File: src/rtl/fic2_apb_gpio_in.sv
// APB3 completer for the fabric-to-MSS GPIO path: input synchroniser, edge detect,
// W1C interrupt status and a single masked level interrupt, with fixed wait states.
module fic2_apb_gpio_in #(
   parameter int unsigned GPIO_WIDTH  = 8,
   parameter int unsigned WAIT_STATES = 0,
   parameter logic [31:0] ID_VALUE    = 32'h4750_4901
) (
   input  logic                  PCLK,
   input  logic                  PRESET,
   input  logic                  PSEL,
   input  logic                  PENABLE,
   input  logic                  PWRITE,
   input  logic [7:2]            PADDR,
   input  logic [31:0]           PWDATA,
   output logic [31:0]           PRDATA,
   output logic                  PREADY,
   output logic                  PSLVERR,
   input  logic [GPIO_WIDTH-1:0] GPIO_IN,
   output logic                  IRQ
);

   localparam int unsigned GW    = GPIO_WIDTH;
   localparam int unsigned CNT_W = 2;
   localparam logic [CNT_W-1:0] CNT_LOAD =
      (WAIT_STATES > 0) ? CNT_W'(WAIT_STATES - 1) : '0;

   localparam logic [5:0] A_DATA    = 6'h00;
   localparam logic [5:0] A_RISE_EN = 6'h01;
   localparam logic [5:0] A_FALL_EN = 6'h02;
   localparam logic [5:0] A_IRQ_EN  = 6'h03;
   localparam logic [5:0] A_STATUS  = 6'h04;
   localparam logic [5:0] A_ID      = 6'h05;

   typedef enum logic [1:0] {S_IDLE, S_WAIT, S_DONE} state_e;

   state_e           state_q;
   logic [CNT_W-1:0] cnt_q;
   logic             pready_q;
   logic             pslverr_q;
   logic [31:0]      prdata_q;
   logic             irq_q;

   logic [GW-1:0] sync1_q, sync2_q, prev_q;
   logic [GW-1:0] rise_en_q, fall_en_q, irq_en_q;
   logic [GW-1:0] status_q, status_d;
   logic [GW-1:0] rise, fall, clr;

   logic        access;
   logic        enter_done;
   logic        wr_commit;
   logic        addr_ok;
   logic [31:0] rdata;
   logic        unused_pwdata;

   assign access        = PSEL & PENABLE;
   assign wr_commit     = (state_q == S_DONE) & PSEL & PENABLE & PWRITE;
   assign enter_done    = ((state_q == S_IDLE) && access && (WAIT_STATES == 0)) ||
                          ((state_q == S_WAIT) && PSEL && (cnt_q == '0));
   assign unused_pwdata = ^PWDATA;

   // Read mux and address decode
   always_comb begin
      rdata   = '0;
      addr_ok = 1'b1;
      case (PADDR)
         A_DATA:    rdata = 32'(sync2_q);
         A_RISE_EN: rdata = 32'(rise_en_q);
         A_FALL_EN: rdata = 32'(fall_en_q);
         A_IRQ_EN:  rdata = 32'(irq_en_q);
         A_STATUS:  rdata = 32'(status_q);
         A_ID:      rdata = ID_VALUE;
         default:   addr_ok = 1'b0;
      endcase
   end

   // Edge detect and W1C status; a new event beats a same-cycle clear
   always_comb begin
      rise     = sync2_q & ~prev_q & rise_en_q;
      fall     = ~sync2_q & prev_q & fall_en_q;
      clr      = (wr_commit && (PADDR == A_STATUS)) ? PWDATA[GW-1:0] : '0;
      status_d = (status_q & ~clr) | rise | fall;
   end

   // Transfer FSM with registered response
   always_ff @(posedge PCLK) begin
      if (PRESET) begin
         state_q   <= S_IDLE;
         cnt_q     <= '0;
         pready_q  <= 1'b0;
         pslverr_q <= 1'b0;
         prdata_q  <= '0;
      end else begin
         pready_q  <= enter_done;
         pslverr_q <= enter_done & ~addr_ok;
         prdata_q  <= enter_done ? rdata : '0;
         case (state_q)
            S_IDLE: begin
               if (access) begin
                  if (WAIT_STATES > 0) begin
                     state_q <= S_WAIT;
                     cnt_q   <= CNT_LOAD;
                  end else begin
                     state_q <= S_DONE;
                  end
               end
            end
            S_WAIT: begin
               if (!PSEL) begin
                  state_q <= S_IDLE;
               end else if (cnt_q == '0) begin
                  state_q <= S_DONE;
               end else begin
                  cnt_q <= cnt_q - CNT_W'(1);
               end
            end
            S_DONE:  state_q <= S_IDLE;
            default: state_q <= S_IDLE;
         endcase
      end
   end

   // Synchroniser, control registers, status and interrupt
   always_ff @(posedge PCLK) begin
      if (PRESET) begin
         sync1_q   <= '0;
         sync2_q   <= '0;
         prev_q    <= '0;
         rise_en_q <= '0;
         fall_en_q <= '0;
         irq_en_q  <= '0;
         status_q  <= '0;
         irq_q     <= 1'b0;
      end else begin
         sync1_q  <= GPIO_IN;
         sync2_q  <= sync1_q;
         prev_q   <= sync2_q;
         status_q <= status_d;
         irq_q    <= |(status_q & irq_en_q);
         if (wr_commit) begin
            case (PADDR)
               A_RISE_EN: rise_en_q <= PWDATA[GW-1:0];
               A_FALL_EN: fall_en_q <= PWDATA[GW-1:0];
               A_IRQ_EN:  irq_en_q  <= PWDATA[GW-1:0];
               default: ;
            endcase
         end
      end
   end

   assign PRDATA  = prdata_q;
   assign PREADY  = pready_q;
   assign PSLVERR = pslverr_q;
   assign IRQ     = irq_q;

endmodule
File: config.mk
export PLATFORM = sky130hd
export DESIGN_NAME = fic2_apb_gpio_in
export DESIGN_NICKNAME = d
export VERILOG_FILES = /design/src/rtl/fic2_apb_gpio_in.sv
export SDC_FILE = /design/constraint.sdc
export NUM_CORES = 1
export LEC_CHECK = 0
export ABC_CLOCK_PERIOD_IN_PS = 1880
export CAP_MARGIN = 40
export CORE_UTILIZATION = 40
export CTS_BUF_LIST = sky130_fd_sc_hd__clkbuf_8
export DETAILED_ROUTE_END_ITERATION = 10
export GPL_TIMING_DRIVEN = 0
export PLACE_DENSITY = 0.7
export SYNTH_ARGS = -nofsm -noshare
export SYNTH_HDL_FRONTEND = slang
export SYNTH_SLANG_ARGS = --single-unit
File: constraint.sdc
create_clock -name PCLK -period 1.88 [get_ports PCLK]
set_input_delay 0.282 -clock PCLK [delete_from_list [all_inputs] [get_ports PCLK]]
set_output_delay 0.282 -clock PCLK [all_outputs]
set_load 0.02 [all_outputs]
# After elaboration in Yosys (flattened, before gate mapping)
# Cells that the tools add are included.
[totals] in_bits=51 elab_cells=65 regBits=95
[classes] bitwise_logic=19 n_mux=7 n_eq_ne=9 n_addsub=1 n_reduce_logical=16
[ops] op="$pmux 31 s6" n=1
[ops] op="$and 8x8->8" n=6
[ops] op="$not 8->8" n=3
[ops] op="$or 8x8->8" n=2
[ops] op="$eq 6x2->1 const B" n=2
[ops] op="$eq 6x3->1 const B" n=2
[ops] op="$mux 8" n=1
[ops] op="$reduce_and 2->1" n=4
[ops] op="$reduce_or 8->1" n=1
[ops] op="$eq 6x1->1 const B" n=1
[ops] op="$logic_not 6->1" n=1
[ops] op="$mux 2" n=3
[ops] op="$reduce_or 6->1" n=1
[ops] op="$and 1x1->1" n=5
[ops] op="$logic_and 1x1->1" n=4
[ops] op="$logic_not 2->1" n=2
[ops] op="$pmux 2 s2" n=1
[ops] op="$ne 3x2->1 const B" n=1
[ops] op="$not 1->1" n=3
[ops] op="$reduce_and 3->1" n=1
[ops] op="$eq 2x1->1 const B" n=1
[ops] op="$eq 2x2->1 const B" n=1
[ops] op="$ne 2x2->1 const B" n=1
[ops] op="$reduce_or 2->1" n=1
[ops] op="other kinds (3)" n=3

# Longest topological paths before layout
# Gate-level depths: netlist (run 1).
[depth] depth_word=10 depth_mapped=6

# Worst setup path after synthesis (run 1)
# Ideal clock, no wire load.
[synth_path] path_type="input -> register" from="input port PADDR[4] (netlist bit)" to="register fall_en_q[0]" slack_ns=0.130 arrival_time_ns=1.623 path_buffers=2 required_time_ns=1.752 stages=6 cell_sequence="buf_2 -> or4_1 -> buf_2 -> nor3_4 -> mux2i_1 -> nor2_1"
[synth_between] elab_chain_len=2
[synth_lines] item="start: declaration" line_no="13" rtl="input logic [7:2] PADDR,"
[synth_lines] item="$eq 6x2->1" line_no="140" rtl="case (PADDR)"
[synth_lines] item="$reduce_and 2->1 (no line)"
[synth_lines] item="end signal: assignment" line_no="142" rtl="A_FALL_EN: fall_en_q <= PWDATA[GW-1:0];"
[synth_lines] item="end: declaration" line_no="44" rtl="logic [GW-1:0] rise_en_q, fall_en_q, irq_en_q;"
# Every way passes these cells.
# A chain may end at the register's enable or synchronous reset.

# Final worst setup path (run 1)
[layout_path] from="input port PADDR[5] (netlist bit)" to="register irq_en_q[2]"
[layout_between] elab_chain_len=2
[layout_lines] item="$eq 6x2->1" line_no="140"
[layout_lines] item="$reduce_and 2->1 (no line)"
[layout_lines] item="end signal: assignment" line_no="143" rtl="A_IRQ_EN: irq_en_q <= PWDATA[GW-1:0];"
[layout_lines] item="end: declaration" line_no="44"
# Every way passes these cells.

==> key figures, run 1 <==
Die
  – Top Ports: 86
  – Starting Density: 0.414
  – Placeable core region: 6790 µm²
  – Die Wd: 85.9 µm
  – Count of standard-cell rows: 30
  – Vertical die dimension: 85.9 µm
  – Die Area: 7380 µm²

Drt
  – DR vias/cell: 4.82
  – Number of vias in the routed layout: 2,211
  – Mean routed wirelength per cell: 13.9 µm
  – Antenna-violating nets left: 0
  – Detailed router's first-iteration violation count: 109
  – Number of search-and-repair iterations in the first detailed-routing pass: 4
  – Total wire length: 6380 µm
  – DRC violations left: 0

Run status
  – Outcome: finished clean

Clock tree
  – Count of H-tree levels built during CTS: 3
  – CTS buffer count: 9
  – Worst-skew pair later-pin latency: 0.35 ns
  – Clock transition at the register clock pins on the worst setup and hold paths after CTS: 0.07 ns
  – Library cell used as clock root buffer: clkbuf_8
  – Number of clock sinks: 69
  – TritonCTS clock tree: built
  – Hold bufs inserted after CTS: 0
  – CTS max path bufs: 2

Logic synthesis
  – Synthesized-area fraction occupied by adder cells: 0
  – Combinational family with the most area after synthesis: simple AND/OR/NAND/NOR gates
  – Syn avg cell area: 9.88 µm²
  – Distinct cell type count of the synthesized netlist: 30
  – Post-Synthesis Cells: 285
  – Post-synthesis sequential area ratio: 0.491
  – Netlist Area Pre-Place: 2820 µm²
  – Simple-Gate Fraction of Synth Area: 0.195
  – Yosys warning count: 0
  – Flip-flop and latch count after synthesis: 69
  – Mux cell area share after synthesis: 0.116
  – Compound-gate portion of the synthesized area: 0.109
  – XOR/XNOR Fraction of Synth Area: 0

GRT
  – Vias in the first global route: 2,013
  – Total global routing overflow: 0
  – Busiest layer in global routing: met2
  – GR met1 Demand/Resource: 0.227
  – All-Layer GR Usage: 0.185
  – Antenna violations before repair: 0
  – Met2 Resource Use GR: 0.303
  – Met3 GRT Util: 0.0520
  – Wire length of the first global-routing pass: 10,100 µm
  – Pin count of the biggest net entering global routing: 11

Place
  – Post-DP HPWL: 4340 µm
  – Number of instances in the placed design: 441
  – Count of buffers from port buffering: 45
  – Last weighted congestion value of the routability-driven placer: 0.803
  – Cell area after placement: 3450 µm²

Timing
  – Setup TNS: 0 ns
  – Count of final hold-check violations: 0
  – Slew Limit Headroom: 0.599
  – Clock skew: 0.0115 ns
  – Actual slew at the worst max-slew pin: 0.602 ns
  – Max Clock Freq: 538 MHz
  – Tmin final: 1.86 ns
  – Finish-stage setup viols: 0
  – Max-slew violation count: 0
  – Period utilization: 0.988

Pwr
  – Ratio of total power to cell area: 771 nW/µm²
  – LEAKAGE: 1.47 nW
  – Tot Pwr: 2.85 mW
  – Maximum VDD drop: 330 µV

Critical path
  – Data arrival time at the worst-slack endpoint: 2.08 ns
  – Startpoint Class: primary input
  – Crit path max-delay cell type: or4_1
  – Worst setup EP type: flop
  – Crit path cell chain: clkdlybuf4s50_1, or4_1, buf_6, nor3_4, buf_12, mux2i_1, nor2_1
  – CP max FO: 7
  – Data required time of the critical path: 2.10 ns
  – WS Path Type: in2reg
  – Crit path largest cell delay: 0.52 ns

Final layout
  – Final standard cell area without fillers: 3700 µm²
  – Fraction of layout cells with a size suffix above 1: 0.154
  – Area added between synthesis and finish: 31.5%
  – Antenna Diode Count: 0
  – Count of non-filler cells in the finished layout: 459
  – Final core utilization: 0.545
  – Fillcell total: 632
  – Count of nets after finishing: 411

Min path
  – Worst min-delay path category: in2reg

Job
  – Max-cap viol count: 0
## timing repair
action	4_1_cts	5_1_grt
setup buffers	3	1
resized for setup	3	8
endpoints found under the setup margin	31	33
pin swaps	2	2
gates cloned	0	0
## logic make-up after synthesis
group	after synthesis
other cells	1
flops	69
compound gates	47
buf+inv	42
mux	32
simple gates	94
## per-layer routing
metal	vias to the layer above	wire, µm
li1	1105	-
met1	1004	2730
met2	86	3020
met3	16	462
met4	0	171
met5	-	0
## worst paths after layout
check | from | endpoint | slack, ns | depth (start not counted)
setup / recovery | PADDR[5] | irq_en_q[2] | 0.02 | 7
setup reg to reg | state_q[1] | irq_en_q[2] | 0.38 | 5
hold reg to reg | sync1_q[5] | sync2_q[5] | 0.44 | 1
hold / removal | PADDR[4] | PRDATA[26] | 0.28 | 2
## final cells by class
type	instances	area [µm²]	area share
sequential	69	1380	0.374
clock buffer	10	138	0.0372
inverter	8	30.0	0.00811
timing repair buffer	50	518	0.140
multi-input combinational	188	1240	0.336
tap	96	120	0.0325
buffer	34	225	0.0609
clock inverter	4	42.5	0.0115
## power by group
| group | internal, mW | switching (mW) |
|---|---|---|
| combinational | 0.104 | 0.114 |
| clock | 0.622 | 0.518 |
| sequential | 1.48 | 0.0108 |
| total | 2.21 | 0.642 |
## cells in the mapped netlist (all sizes together)
cell type  instances  share of area
nand2             10          0.013
dfxtp             69           0.49
a22o               5          0.016
a31oi              8          0.018
buf               26          0.066
nand4              2         0.0044
a21oi              8          0.014
nand2b             1         0.0022
inv                8          0.011
or4                1         0.0027
mux2               5          0.020
mux2i             27          0.096
a21boi             1         0.0027
nor4               1         0.0044
o2bb2ai            2         0.0062
and4               2         0.0062
nor3               5          0.017
a41oi              1         0.0031
nand3              1         0.0036
nor2b             26          0.058
o21ai             10          0.018
and3               1         0.0022
nand3b            17          0.045
a22oi             12          0.032
clkbuf             8          0.011
nor2              27          0.036
conb               1         0.0013
## flip-flops by register name, indices dropped and copies added (netlist names), 8 cells and up
register and count:
PRDATA 9, fall_en_q 8, irq_en_q 8, prev_q 8, rise_en_q 8, status_q 8
sync1_q 8, sync2_q 8
## worst max-delay path: cells and delay by family
family / cells / cell delay (ns)
buffers and inverters: 3 / 0.79
muxes: 1 / 0.21
and+or+nand+nor: 3 / 0.80
## per-stage QoR
step                      hold slack [ns]  setup WS [ns]
after floorplan                     0.385          0.130
after global placement              0.416         -0.682
after detailed placement            0.423         -0.588
after CTS                           0.273        0.00613
after global routing                0.282       -0.00893
final                               0.283         0.0224
## layout by cell type (no fill, tap or decap), drive strengths merged, types with 12 or more instances in the layout
cell type | synthesis | final
dfxtp | 69 | 69
clkdlybuf4s50 | 0 | 43
buf | 26 | 31
mux2i | 27 | 27
nor2 | 27 | 27
nor2b | 26 | 26
clkbuf | 8 | 18
nand3b | 17 | 17
conb | 1 | 15
a22oi | 12 | 12
No activity file was read; power rests on OpenSTA's default activity.
==> run 2, diff against run 1 <==
--- a/config.mk
+++ b/config.mk
@@ -11,7 +11,7 @@
 export CTS_BUF_LIST = sky130_fd_sc_hd__clkbuf_8
 export DETAILED_ROUTE_END_ITERATION = 10
 export GPL_TIMING_DRIVEN = 0
-export PLACE_DENSITY = 0.7
+export PLACE_DENSITY = 0.71
 export SYNTH_ARGS = -nofsm -noshare
 export SYNTH_HDL_FRONTEND = slang
 export SYNTH_SLANG_ARGS = --single-unit
==> run 2 against run 1 <==
  * Global-route usage barely moved
  * Fmax rose by 4.3%
  * Cell count rose by 0.44%
  * Utilization rose by 0.64 points
  * Clock power rose by 18%
  * Sequential power barely moved
  * Critical path type unchanged
  * Worst hold slack got worse by 0.00086 ns
  * Highest routed layer unchanged
  * Non-clock buffer count did not move
  * First-iteration DRC count rose by 23%
  * Sequential share of layout area fell by 0.44 points
  * Die area did not move
  * Design area rose by 1.2%
==> key figures, run 2 (synthesized netlist as in run 1, its figures left out) <==
Final layout
  – Area added between synthesis and finish: 33.0%
  – Fraction of layout cells with a size suffix above 1: 0.162
  – Final standard cell area without fillers: 3740 µm²
  – Count of nets after finishing: 411
  – Antenna Diode Count: 0
  – Commonest non-fill, non-tap cells in the layout: dfxtp_1, clkdlybuf4s50_1, buf_4, mux2i_1, nor2b_1
  – Flip-flop count of the largest register, all copies and words added: 9
  – Most common library cell in the layout ignoring fill and taps: dfxtp_1

Critical path
  – Crit path max-delay cell type: clkdlybuf4s50_1
  – Critical path launch point: PADDR[2]
  – Crit path cell chain: clkdlybuf4s50_1, nor2_2, and3_1, clkbuf_1, a22oi_1, a21oi_1
  – CP max FO: 7
  – Startpoint Class: primary input
  – Data required time of the critical path: 2.13 ns
  – Worst setup EP type: flop
  – WS Path Type: in2reg
  – Reg2Reg Launch Point: state_q[1]
  – CP delay by family, top: buffers and inverters
  – Data arrival time at the worst-slack endpoint: 2.03 ns
  – Worst path bufs/invs: 2
  – Crit path largest cell delay: 0.47 ns

Clock tree
  – Number of clock sinks: 69
  – TritonCTS clock tree: built
  – Library cell used as clock root buffer: clkbuf_8
  – Count of H-tree levels built during CTS: 3
  – Worst-skew pair later-pin latency: 0.35 ns
  – CTS buffer count: 9
  – Clock transition at the register clock pins on the worst setup and hold paths after CTS: 0.07 ns
  – CTS max path bufs: 2

GRT
  – Busiest layer in global routing: met2
  – Pin count of the biggest net entering global routing: 12
  – GR met1 Demand/Resource: 0.229
  – Met3 GRT Util: 0.0549
  – All-Layer GR Usage: 0.185
  – Vias in the first global route: 2,033
  – Met2 Resource Use GR: 0.288
  – Total global routing overflow: 0
  – Wire length of the first global-routing pass: 10,100 µm
  – Antenna violations before repair: 0

Pwr
  – Maximum VDD drop: 376 µV
  – Ratio of total power to cell area: 818 nW/µm²
  – LEAKAGE: 1.49 nW

Die
  – Placeable core region: 6790 µm²
  – Die Wd: 85.9 µm
  – Top Ports: 86
  – Count of standard-cell rows: 30
  – Die Area: 7380 µm²
  – Vertical die dimension: 85.9 µm
  – Starting Density: 0.414

Drt
  – Detailed router's first-iteration violation count: 134
  – Number of search-and-repair iterations in the first detailed-routing pass: 4
  – DR vias/cell: 4.79
  – Antenna-violating nets left: 0
  – Total wire length: 6490 µm
  – Mean routed wirelength per cell: 14.1 µm
  – Number of vias in the routed layout: 2,206
  – DRC violations left: 0

Place
  – Worst slack, placed: -0.595 ns
  – Cell area after placement: 3450 µm²
  – Count of buffers from port buffering: 45
  – Post-DP HPWL: 4340 µm
  – Last weighted congestion value of the routability-driven placer: 0.786

Timing
  – Clock skew: 0.0107 ns
  – Finish-stage setup viols: 0
  – Slew Limit Headroom: 0.600
  – Setup TNS: 0 ns
  – Period utilization: 0.948
  – Count of final hold-check violations: 0
  – Max-slew violation count: 0
  – RSZ-0062 raised after global routing: no
  – Max Clock Freq: 561 MHz
  – Tmin final: 1.78 ns
  – Worst setup margin: 0.0982 ns
  – Actual slew at the worst max-slew pin: 0.599 ns

Min path
  – Startpoint of the tightest hold check path: PADDR[4]
  – Worst min-delay path category: in2reg

Job
  – Max-cap viol count: 0

Run status
  – Outcome: finished clean
run 2: worst paths after layout:
check,to,slack [ns],depth (start not counted)
worst min-delay path,PRDATA[26],0.28,2
worst min register to register,sync2_q[3],0.44,1
worst max register to register,irq_en_q[6],0.32,5
worst max-delay path,PRDATA[6],0.1,6
run 2: layout make-up:
cell class | instances | area (µm²)
Inverter | 8 | 30.0
Multi-Input combinational cell | 188 | 1240
Sequential cell | 69 | 1380
Tap cell | 96 | 120
Clock inverter | 5 | 73.8
Clock buffer | 11 | 151
Fill cell | 606 | 3050
Timing Repair Buffer | 50 | 520
Buffer | 34 | 221
run 2: per-stage QoR:
| step | cells | util | hold WS (ns) | power (mW) |
|---|---|---|---|---|
| global route | 461 | 0.551 | 0.294 | 3.18 |
| global placement | 440 | 0.506 | 0.417 | 1.74 |
| finish | 461 | 0.551 | 0.282 | 3.06 |
| CTS | 460 | 0.548 | 0.266 | 3.09 |
| detailed placement | 441 | 0.507 | 0.425 | 1.74 |
| floorplan | 299 | - | 0.385 | 1.65 |
run 2: worst register-to-register path, cell delays in order (launching register included):
cell     delay [ns]
dfxtp_1        0.38
nand4_1        0.26
nor3_4         0.33
buf_12         0.17
mux2i_1        0.22
nor2_1         0.07
run 2: report_power, final:
group	switching, mW	leakage, nW	internal (mW)
Clock	0.541	0.121	0.810
Sequential	0.0112	0.561	1.48
Combinational	0.114	0.814	0.103
Total	0.666	1.49	2.40
run 2: what timing repair did:
action                                  in CTS  in global routing
resized for setup                            3                  8
pin swaps                                    2                  2
hold buffers                                 0                  0
endpoints found under the setup margin      32                 30
endpoints found under the hold margin        0                  0
buffers inserted                             3                  1
run 2: per-layer routing:
layer	routed length, µm	vias up
li1	-	1103
met1	2820	1005
met2	3070	85
met3	438	13
met4	164	0
met5	0	-
